### src/rtl/matrix_bus_arbiter_if.sv
// Requester-side and matrix-pin signals of the LED-matrix write bus arbiter.
// The slave modport is the arbiter; the master modport is whoever drives requests and watches the pins.
interface matrix_bus_arbiter_if #(
   parameter int WORD_W = 16
);
   logic [1:0]        req;
   logic [WORD_W-1:0] word0;
   logic [WORD_W-1:0] word1;
   logic [1:0]        ack;
   logic              gnt_id;
   logic              busy;
   logic              done;
   logic              cs;
   logic              wr;
   logic              data;

   modport slave (
      input  req, word0, word1,
      output ack, gnt_id, busy, done, cs, wr, data
   );

   modport master (
      output req, word0, word1,
      input  ack, gnt_id, busy, done, cs, wr, data
   );
endinterface

### src/rtl/matrix_bus_arbiter.sv
// Two-requester arbiter and MSB-first serializer for the LED-matrix cs/wr/data bus.
// Optional macro ARB_ROUND_ROBIN_EN selects round-robin ties; otherwise requester 0 wins ties.
//
// Handshake: req[k] is a level request and word<k> must be held stable while it is high;
// ack[k] pulses for one cycle on the edge the word is captured, after which the requester may
// change the word or drop req. A req still high after ack is taken as a further word.
module matrix_bus_arbiter #(
   parameter int WORD_W = 16,
   parameter int HALF   = 2,
   parameter int GAP    = 2
) (
   input  logic                  clk,
   input  logic                  reset,
   matrix_bus_arbiter_if.slave   bus,
   output logic [1:0]            dbg_state_o
);

   localparam int HW = (HALF   > 1) ? $clog2(HALF)   : 1;
   localparam int GW = (GAP    > 1) ? $clog2(GAP)    : 1;
   localparam int BW = (WORD_W > 1) ? $clog2(WORD_W) : 1;

   localparam logic [HW-1:0] HALF_LAST = HW'(HALF - 1);
   localparam logic [GW-1:0] GAP_LAST  = GW'(GAP - 1);
   localparam logic [BW-1:0] BIT_LAST  = BW'(WORD_W - 1);

   typedef enum logic [1:0] {
      IDLE  = 2'd0,
      WR_LO = 2'd1,
      WR_HI = 2'd2,
      GAP_S = 2'd3
   } state_t;

   state_t            state_q, state_d;
   logic [HW-1:0]     hcnt_q, hcnt_d;
   logic [GW-1:0]     gcnt_q, gcnt_d;
   logic [BW-1:0]     bit_q, bit_d;
   logic [WORD_W-1:0] sh_q, sh_d;
   logic              cs_q, cs_d;
   logic              wr_q, wr_d;
   logic              data_q, data_d;
   logic [1:0]        ack_q, ack_d;
   logic              done_q, done_d;
   logic              busy_q, busy_d;
   logic              gnt_q, gnt_d;
   logic              win;
`ifdef ARB_ROUND_ROBIN_EN
   logic              last_q, last_d;
`endif

   // Winner is only meaningful when some request is pending.
   always_comb begin
      win = 1'b0;
`ifdef ARB_ROUND_ROBIN_EN
      if (bus.req == 2'b11) begin
         win = ~last_q;
      end else begin
         win = bus.req[1];
      end
`else
      win = ~bus.req[0];
`endif
   end

   always_comb begin
      state_d = state_q;
      hcnt_d  = hcnt_q;
      gcnt_d  = gcnt_q;
      bit_d   = bit_q;
      sh_d    = sh_q;
      cs_d    = cs_q;
      wr_d    = wr_q;
      data_d  = data_q;
      ack_d   = 2'b00;
      done_d  = 1'b0;
      busy_d  = busy_q;
      gnt_d   = gnt_q;
`ifdef ARB_ROUND_ROBIN_EN
      last_d  = last_q;
`endif
      case (state_q)
         IDLE: begin
            if (bus.req != 2'b00) begin
               ack_d   = win ? 2'b10 : 2'b01;
               sh_d    = win ? bus.word1 : bus.word0;
               gnt_d   = win;
               busy_d  = 1'b1;
               cs_d    = 1'b0;
               wr_d    = 1'b0;
               data_d  = sh_d[WORD_W-1];
               hcnt_d  = '0;
               bit_d   = '0;
               state_d = WR_LO;
`ifdef ARB_ROUND_ROBIN_EN
               last_d  = win;
`endif
            end
         end
         WR_LO: begin
            if (hcnt_q == HALF_LAST) begin
               hcnt_d  = '0;
               wr_d    = 1'b1;
               state_d = WR_HI;
            end else begin
               hcnt_d = hcnt_q + HW'(1);
            end
         end
         WR_HI: begin
            if (hcnt_q == HALF_LAST) begin
               hcnt_d = '0;
               if (bit_q == BIT_LAST) begin
                  // wr stays high through cs rise so the chip never sees an extra edge.
                  bit_d   = '0;
                  cs_d    = 1'b1;
                  data_d  = 1'b0;
                  done_d  = 1'b1;
                  gcnt_d  = '0;
                  state_d = GAP_S;
               end else begin
                  bit_d   = bit_q + BW'(1);
                  sh_d    = sh_q << 1;
                  data_d  = sh_d[WORD_W-1];
                  wr_d    = 1'b0;
                  state_d = WR_LO;
               end
            end else begin
               hcnt_d = hcnt_q + HW'(1);
            end
         end
         GAP_S: begin
            if (gcnt_q == GAP_LAST) begin
               gcnt_d  = '0;
               busy_d  = 1'b0;
               state_d = IDLE;
            end else begin
               gcnt_d = gcnt_q + GW'(1);
            end
         end
         default: state_d = IDLE;
      endcase
   end

   always_ff @(posedge clk or posedge reset) begin
      if (reset) begin
         state_q <= IDLE;
         hcnt_q  <= '0;
         gcnt_q  <= '0;
         bit_q   <= '0;
         sh_q    <= '0;
         cs_q    <= 1'b1;
         wr_q    <= 1'b1;
         data_q  <= 1'b0;
         ack_q   <= 2'b00;
         done_q  <= 1'b0;
         busy_q  <= 1'b0;
         gnt_q   <= 1'b0;
`ifdef ARB_ROUND_ROBIN_EN
         last_q  <= 1'b1;
`endif
      end else begin
         state_q <= state_d;
         hcnt_q  <= hcnt_d;
         gcnt_q  <= gcnt_d;
         bit_q   <= bit_d;
         sh_q    <= sh_d;
         cs_q    <= cs_d;
         wr_q    <= wr_d;
         data_q  <= data_d;
         ack_q   <= ack_d;
         done_q  <= done_d;
         busy_q  <= busy_d;
         gnt_q   <= gnt_d;
`ifdef ARB_ROUND_ROBIN_EN
         last_q  <= last_d;
`endif
      end
   end

   assign bus.ack    = ack_q;
   assign bus.done   = done_q;
   assign bus.busy   = busy_q;
   assign bus.gnt_id = gnt_q;
   assign bus.cs     = cs_q;
   assign bus.wr     = wr_q;
   assign bus.data   = data_q;
   assign dbg_state_o = state_q;

endmodule

### src/flat_wrapper.sv
// flat-port wrapper written by rule: the top's interface ports become plain ports
module matrix_bus_arbiter_flat 
#(
   parameter int WORD_W = 16,
   parameter int HALF   = 2,
   parameter int GAP    = 2
)
  (clk, reset, dbg_state_o, bus_req, bus_word0, bus_word1, bus_ack, bus_gnt_id, bus_busy, bus_done, bus_cs, bus_wr, bus_data);
  matrix_bus_arbiter_if #(.WORD_W(WORD_W)) bus_i ();
  input  logic clk;
  input  logic reset;
  output logic [1:0] dbg_state_o;
  input wire logic [$bits(bus_i.req)-1:0] bus_req;
  input wire logic [$bits(bus_i.word0)-1:0] bus_word0;
  input wire logic [$bits(bus_i.word1)-1:0] bus_word1;
  output wire logic [$bits(bus_i.ack)-1:0] bus_ack;
  output wire logic [$bits(bus_i.gnt_id)-1:0] bus_gnt_id;
  output wire logic [$bits(bus_i.busy)-1:0] bus_busy;
  output wire logic [$bits(bus_i.done)-1:0] bus_done;
  output wire logic [$bits(bus_i.cs)-1:0] bus_cs;
  output wire logic [$bits(bus_i.wr)-1:0] bus_wr;
  output wire logic [$bits(bus_i.data)-1:0] bus_data;
  assign bus_i.req = bus_req;
  assign bus_i.word0 = bus_word0;
  assign bus_i.word1 = bus_word1;
  assign bus_ack = bus_i.ack;
  assign bus_gnt_id = bus_i.gnt_id;
  assign bus_busy = bus_i.busy;
  assign bus_done = bus_i.done;
  assign bus_cs = bus_i.cs;
  assign bus_wr = bus_i.wr;
  assign bus_data = bus_i.data;
  matrix_bus_arbiter #(.WORD_W(WORD_W), .HALF(HALF), .GAP(GAP)) u_core (.clk(clk), .reset(reset), .bus(bus_i), .dbg_state_o(dbg_state_o));
endmodule
### config.mk
export PLATFORM = sky130hd
export DESIGN_NAME = matrix_bus_arbiter_flat
export DESIGN_NICKNAME = d
export VERILOG_FILES = /design/src/rtl/matrix_bus_arbiter_if.sv /design/src/rtl/matrix_bus_arbiter.sv /design/src/flat_wrapper.sv
export SDC_FILE = /design/constraint.sdc
export NUM_CORES = 1
export LEC_CHECK = 0
export ABC_AREA = 1
export CORE_MARGIN = 5
export CORE_UTILIZATION = 52
export DETAILED_ROUTE_END_ITERATION = 10
export PLACE_DENSITY = 0.8
export RECOVER_POWER = 50
export SYNTH_ARGS = -nofsm -noshare
export SYNTH_HDL_FRONTEND = slang
export SYNTH_SLANG_ARGS = --single-unit
### constraint.sdc
create_clock -name clk -period 2.2 [get_ports clk]
set_input_delay 0.44 -clock clk [delete_from_list [all_inputs] [get_ports clk]]
set_output_delay 0.44 -clock clk [all_outputs]
set_load 0.02 [all_outputs]
# Word-level counts from Yosys, hierarchy flattened
# Cells that the tools add are included.
# Widths: inputs -> output; s select.
word_totals:
  regBits: 31
  inputBits: 36
  output_inout_bits: 10
  word_cells: 85
op_classes:
  addsub: 3
  n_eq_ne: 10
  n_mux: 42
  bitwise_logic: 1
  reduce_logical: 17
op_table:
  columns: ["cell", "count"]
  rows:
  - ["$mux 15", 3]
  - ["$pmux 15 s2", 1]
  - ["$mux 1", 18]
  - ["$mux 16", 1]
  - ["$mux 2", 8]
  - ["$mux 4", 3]
  - ["$reduce_and 4->1", 3]
  - ["$ne 2x1->1 const B", 5]
  - ["$pmux 1 s2", 5]
  - ["$reduce_bool 2->1", 5]
  - ["$reduce_and 3->1", 3]
  - ["$pmux 2 s4", 1]
  - ["$pmux 4 s2", 1]
  - ["$reduce_and 5->1", 1]
  - ["$add 4x1->4 const B", 1]
  - ["$eq 2x2->1 const B", 2]
  - ["$eq 4x4->1 const B", 1]
  - ["$reduce_and 2->1", 2]
  - ["$pmux 1 s3", 1]
  - ["$reduce_bool 3->1", 1]
  - ["$add 1x1->1 const B", 2]
  - ["$eq 2x1->1 const B", 1]
  - ["$logic_not 2->1", 1]
  - ["$ne 2x2->1 const B", 1]
  - ["2 further kinds", 2]

# Logic depth before layout (Yosys ltp)
# Gate-level depths: netlist of run 1.
logic_depth:
  word_depth: 4
  ltp_mapped: 9
  ltp_nobuf: 8

# Least setup slack after synthesis of run 1
# Ideal clock, no wire load.
synth_path:
  kind: "register -> register"
  from: "reg u_core.state_q[0] (netlist: u_core.dbg_state_o[0])"
  to: "reg u_core.sh_q[0]"
  setup_time_ns: 0.123
  t_arrival_ns: 1.468
  t_required_ns: 2.077
  setup_slack_ns: 0.609
  stages_incl_launch_ff: 10
  n_path_buf: 1
  synth_period_minus_slack_ns: 1.591
  path_cell_list: "dfrtp_1 inv_1 ha_1 inv_2 nand2_1 nand2_1 nand3_2 buf_4 nand2_1 o21ai_1"
synth_between:
  elab_chain_cells: 3
  elab_cells_between_ends: 8
  classes_between: "4 x eq/ne; 1 x mux; 3 x reduce/logical"
synth_rtl:
  columns: ["item", "line_no", "source"]
  rows:
  - ["start, declared", "matrix_bus_arbiter.sv:33", "state_t state_q, state_d;"]
  - ["start signal, assigned", "matrix_bus_arbiter.sv:160", "state_q <= state_d;"]
  - ["$eq 2x2->1 / $logic_not 2->1 (equally long branches)", "matrix_bus_arbiter.sv:80", "case (state_q)"]
  - ["$ne 2x1->1 (no line), or another cell as far along", null, null]
  - ["$reduce_and 4->1 (no line)", null, null]
  - ["end signal, assigned", "matrix_bus_arbiter.sv:148", "sh_q <= '0;"]
  - ["end signal, assigned", "matrix_bus_arbiter.sv:164", "sh_q <= sh_d;"]
  - ["end, declared", "matrix_bus_arbiter.sv:37", "logic [WORD_W-1:0] sh_q, sh_d;"]
# Several ways; a longest one is shown, not always the timed one.
# A chain may end at the register's enable or synchronous reset.

# Worst setup path after layout of run 1
layout_path:
  from: "reg u_core.cs_q (netlist: u_core.bus.cs)"
  to: "out bus_cs"
layout_rtl:
  columns: ["item", "line_no", "source"]
  rows:
  - ["start, declared", "matrix_bus_arbiter.sv:38", "logic cs_q, cs_d;"]
  - ["start signal, assigned", "matrix_bus_arbiter.sv:165", "cs_q <= cs_d;"]
  - ["end, declared", "flat_wrapper.sv:20", "output wire logic [$bits(bus_i.cs)-1:0] bus_cs;"]
# No word-level cell between the ends.

==> results of run 1 <==
-- final timing paths --
check	from	endpoint	cells after the start
max	u_core.bus.cs$_DFFE_PP1P_	bus_cs	1
max reg2reg	u_core.dbg_state_o[0]$_DFFE_PP0P_	u_core.sh_q[5]$_DFFE_PP0P_	7
min reg2reg	u_core.gcnt_q$_DFFE_PP0P_	u_core.gcnt_q$_DFFE_PP0P_	2
min	u_core.gcnt_q$_DFFE_PP0P_	u_core.gcnt_q$_DFFE_PP0P_	2
max in group asynchronous	reset	u_core.gcnt_q$_DFFE_PP0P_	3
min in group asynchronous	reset	u_core.sh_q[13]$_DFFE_PP0P_	3
-- sequential cells by signal (all words and copies together) (netlist names) --
signal,count
u_core.gcnt_q,1
u_core.bus.gnt_id,1
u_core.bus.done,1
u_core.sh_q,15
u_core.bus.wr,1
u_core.bus.cs,1
u_core.bit_q,4
u_core.bus.busy,1
u_core.bus.data,1
u_core.hcnt_q,1
u_core.bus.ack,2
u_core.dbg_state_o,2
-- area by class of cell --
cell class | instances | area share
Sequential cell | 31 | 0.3312
Clock buffer | 7 | 0.01917
Tap cell | 46 | 0.02449
Clock inverter | 1 | 0.002130
Multi-Input combinational cell | 187 | 0.3775
Inverter | 17 | 0.02716
Timing Repair Buffer | 52 | 0.2183
-- worst min-delay path, stage by stage, from the launching register on --
cell     delay [ns]
dfrtp_1        0.35
nand2_1        0.05
nand2_1        0.05
-- kinds of logic after synthesis --
group,synth area share
flip-flops,0.4316
buffers and inverters,0.07286
adder cells (fa/ha/maj),0.04164
AO/OA/AOI/OAI,0.08189
XOR/XNOR,0.004859
AND/OR/NAND/NOR,0.3671
-- cell usage after synthesis, drive strengths merged --
master | count | area [µm²]
o2111ai | 1 | 8.760
nand3b | 1 | 11.26
dfstp | 2 | 52.55
or2 | 15 | 93.84
buf | 9 | 63.81
nand2 | 99 | 371.6
o21bai | 1 | 7.510
nand3 | 23 | 120.1
o211ai | 1 | 7.510
inv | 17 | 63.81
nand4 | 1 | 12.51
ha | 6 | 75.07
xnor2 | 1 | 8.760
nor2 | 14 | 52.55
dfrtp | 29 | 725.7
o21ai | 24 | 123.9
clkbuf | 1 | 3.750
-- power groups by stage --
| stage | clock (mW) | sequential, mW | combinational (mW) |
|---|---|---|---|
| finish | 0.307 | 0.948 | 1.41 |
| global route | 0.345 | 0.982 | 1.60 |
| CTS | 0.319 | 0.948 | 1.43 |
| detailed placement | 0 | 0.954 | 1.42 |
| global placement | 0 | 0.952 | 1.37 |
| floorplan | 0 | 0.996 | 0.962 |
-- routing by layer --
layer  vias to the layer above  part of all wire  GRT usage
met5                         -                 0          0
li1                        869                 -          -
met4                         0             0.019    0.08516
met3                         7             0.048    0.04376
met1                       742              0.46     0.2477
met2                        34              0.48     0.2893
-- placed cells by master (no fill, tap or decap), types with 5 or more instances in the layout --
| master | netlist | routed |
|---|---|---|
| or2_1 | 14 | 14 |
| o21ai_1 | 16 | 16 |
| nand3_1 | 22 | 22 |
| clkdlybuf4s50_1 | 0 | 44 |
| clkbuf_4 | 0 | 5 |
| nand2_1 | 99 | 99 |
| ha_1 | 6 | 6 |
| o21ai_0 | 7 | 7 |
| inv_1 | 15 | 15 |
| nor2_1 | 14 | 14 |
| buf_4 | 5 | 5 |
| dfrtp_1 | 29 | 29 |
-- per-stage QoR --
step	cell area (µm²)	instances	power [mW]	setup slack, ns
floorplan	1803	245	1.958	0.6085
global placement	2308	333	2.320	0.4341
detailed placement	2308	333	2.379	0.3931
CTS	2359	341	2.695	0.2845
global route	2350	341	2.924	0.1055
finish	2350	341	2.660	0.3018
==> summary.txt, run 1 <==
Status: finished, final reports clean
Layout area overhead: 30.33%
Max_cap viols: 0
YS warnings: 0
Worst Max-Slew Pin Slew: 0.7499 ns
Pleak: 1.173 nW
Worst path max stage delay: 0.60 ns
Setup_tns: 0 ns
Synth unique cells: 24
Via count: 1,652
Final Setup Violations: 0
Core area: 3337 µm²
Gates resized, CTS repair: 0
Initial Util: 0.5403
Fmax: 526.8 MHz
CTS tree: yes
Final Cycle Share: 0.8628
Max-Slew Margin vs Limit: 0.5001
CP required: 1.76 ns
Sw frac: 0.4197
Initial antenna violation count: 0
Fillcell total: 315
Hold Vio Cnt, Final: 0
Clk_skew: 0.005674 ns
RSZ-0062 raised after global routing: no
WL final: 3976 µm
Reg-to-reg setup timing slack: 0.31 ns
Clock power share: 0.115
Peak supply drop: 778.5 µV
CTS Hold Bufs: 0
Final ANT Viol Nets: 0
1st-pass router iterations: 4
Hold Path Class: flop to flop
Number of diodes: 0
Post-Syn Area: 1803 µm²
Critical path type: flop to output pin
Clk slew on worst S/H paths: 0.09 ns
Crit-path cells: clkdlybuf4s50_1
Mean area per synthesized cell: 7.359 µm²
Seq/Total Area, Yosys: 0.4316
Mapped Cells: 245
Num CTS Buffers: 5
Mapped Nets: 287
Largest net degree at the start of global routing: 32
Drt wl/cell: 11.66 µm
Crit path DAT: 1.46 ns
Global-route wire length before repair: 6596 µm
Hold slack: 0.4840 ns
Placer Congestion: 0.8377
# port buffers: 45
Number of DRC markers in iteration 0: 117
Total GRT Usage: 0.1870
Die W: 68.89 µm
Post-CTS Setup Inserts: 0
Vias per std cell: 4.845
Startpoint Class: flop
Int Pwr: 1.544 mW
NetSw: 1.117 mW
Final design utilization: 0.7042
Global route overflow: 0
Worst skew pair latency: 0.32 ns
NumNets Final: 336
CP bufs+invs: 1
Logic pwr share: 0.528
Seq pwr share: 0.356
Ports: 46
DRC Markers: 0
Post-DP HPWL: 3033 µm
Clk root buf: clkbuf_4
Chip height: 68.89 µm
Clk buf depth: 2
Post-route minimum period: 1.898 ns
Critical Path Fanout Max: 2
Die area: 4745 µm²
Seq cells post-synth: 31
Pwr per Cell Area: 1132 nW/µm²
Reg area: 778.2 µm²
Critical-path top delay cell: clkdlybuf4s50_1
Max-slew violations: 0
Crit. End Element: output pin
Crit path max-delay family: buffers and inverters
Number of global-route vias before repair: 1,524
Multi-input logic area: 887.1 µm²
H-tree depth: 2
Share of cells above drive strength 1: 0.07119
Clk sinks: 31
Placement Rows: 21
No activity file was read; power rests on OpenSTA's default activity.
==> run 2: changes to the inputs <==
--- a/config.mk
+++ b/config.mk
@@ -11,6 +11,7 @@
 export DETAILED_ROUTE_END_ITERATION = 10
 export PLACE_DENSITY = 0.8
 export RECOVER_POWER = 50
+export SKIP_LAST_GASP = 1
 export SYNTH_ARGS = -nofsm -noshare
 export SYNTH_HDL_FRONTEND = slang
 export SYNTH_SLANG_ARGS = --single-unit
==> results of run 2 <==
The final DEF is identical to that of run 1; final timing and power are the same.
==> run 3: changes to the inputs <==
--- a/config.mk
+++ b/config.mk
@@ -12,6 +12,7 @@
 export PLACE_DENSITY = 0.8
 export RECOVER_POWER = 50
 export SKIP_LAST_GASP = 1
+export SLEW_MARGIN = 20
 export SYNTH_ARGS = -nofsm -noshare
 export SYNTH_HDL_FRONTEND = slang
 export SYNTH_SLANG_ARGS = --single-unit
==> results of run 3 <==
The final DEF is identical to that of run 1; final timing and power are the same.
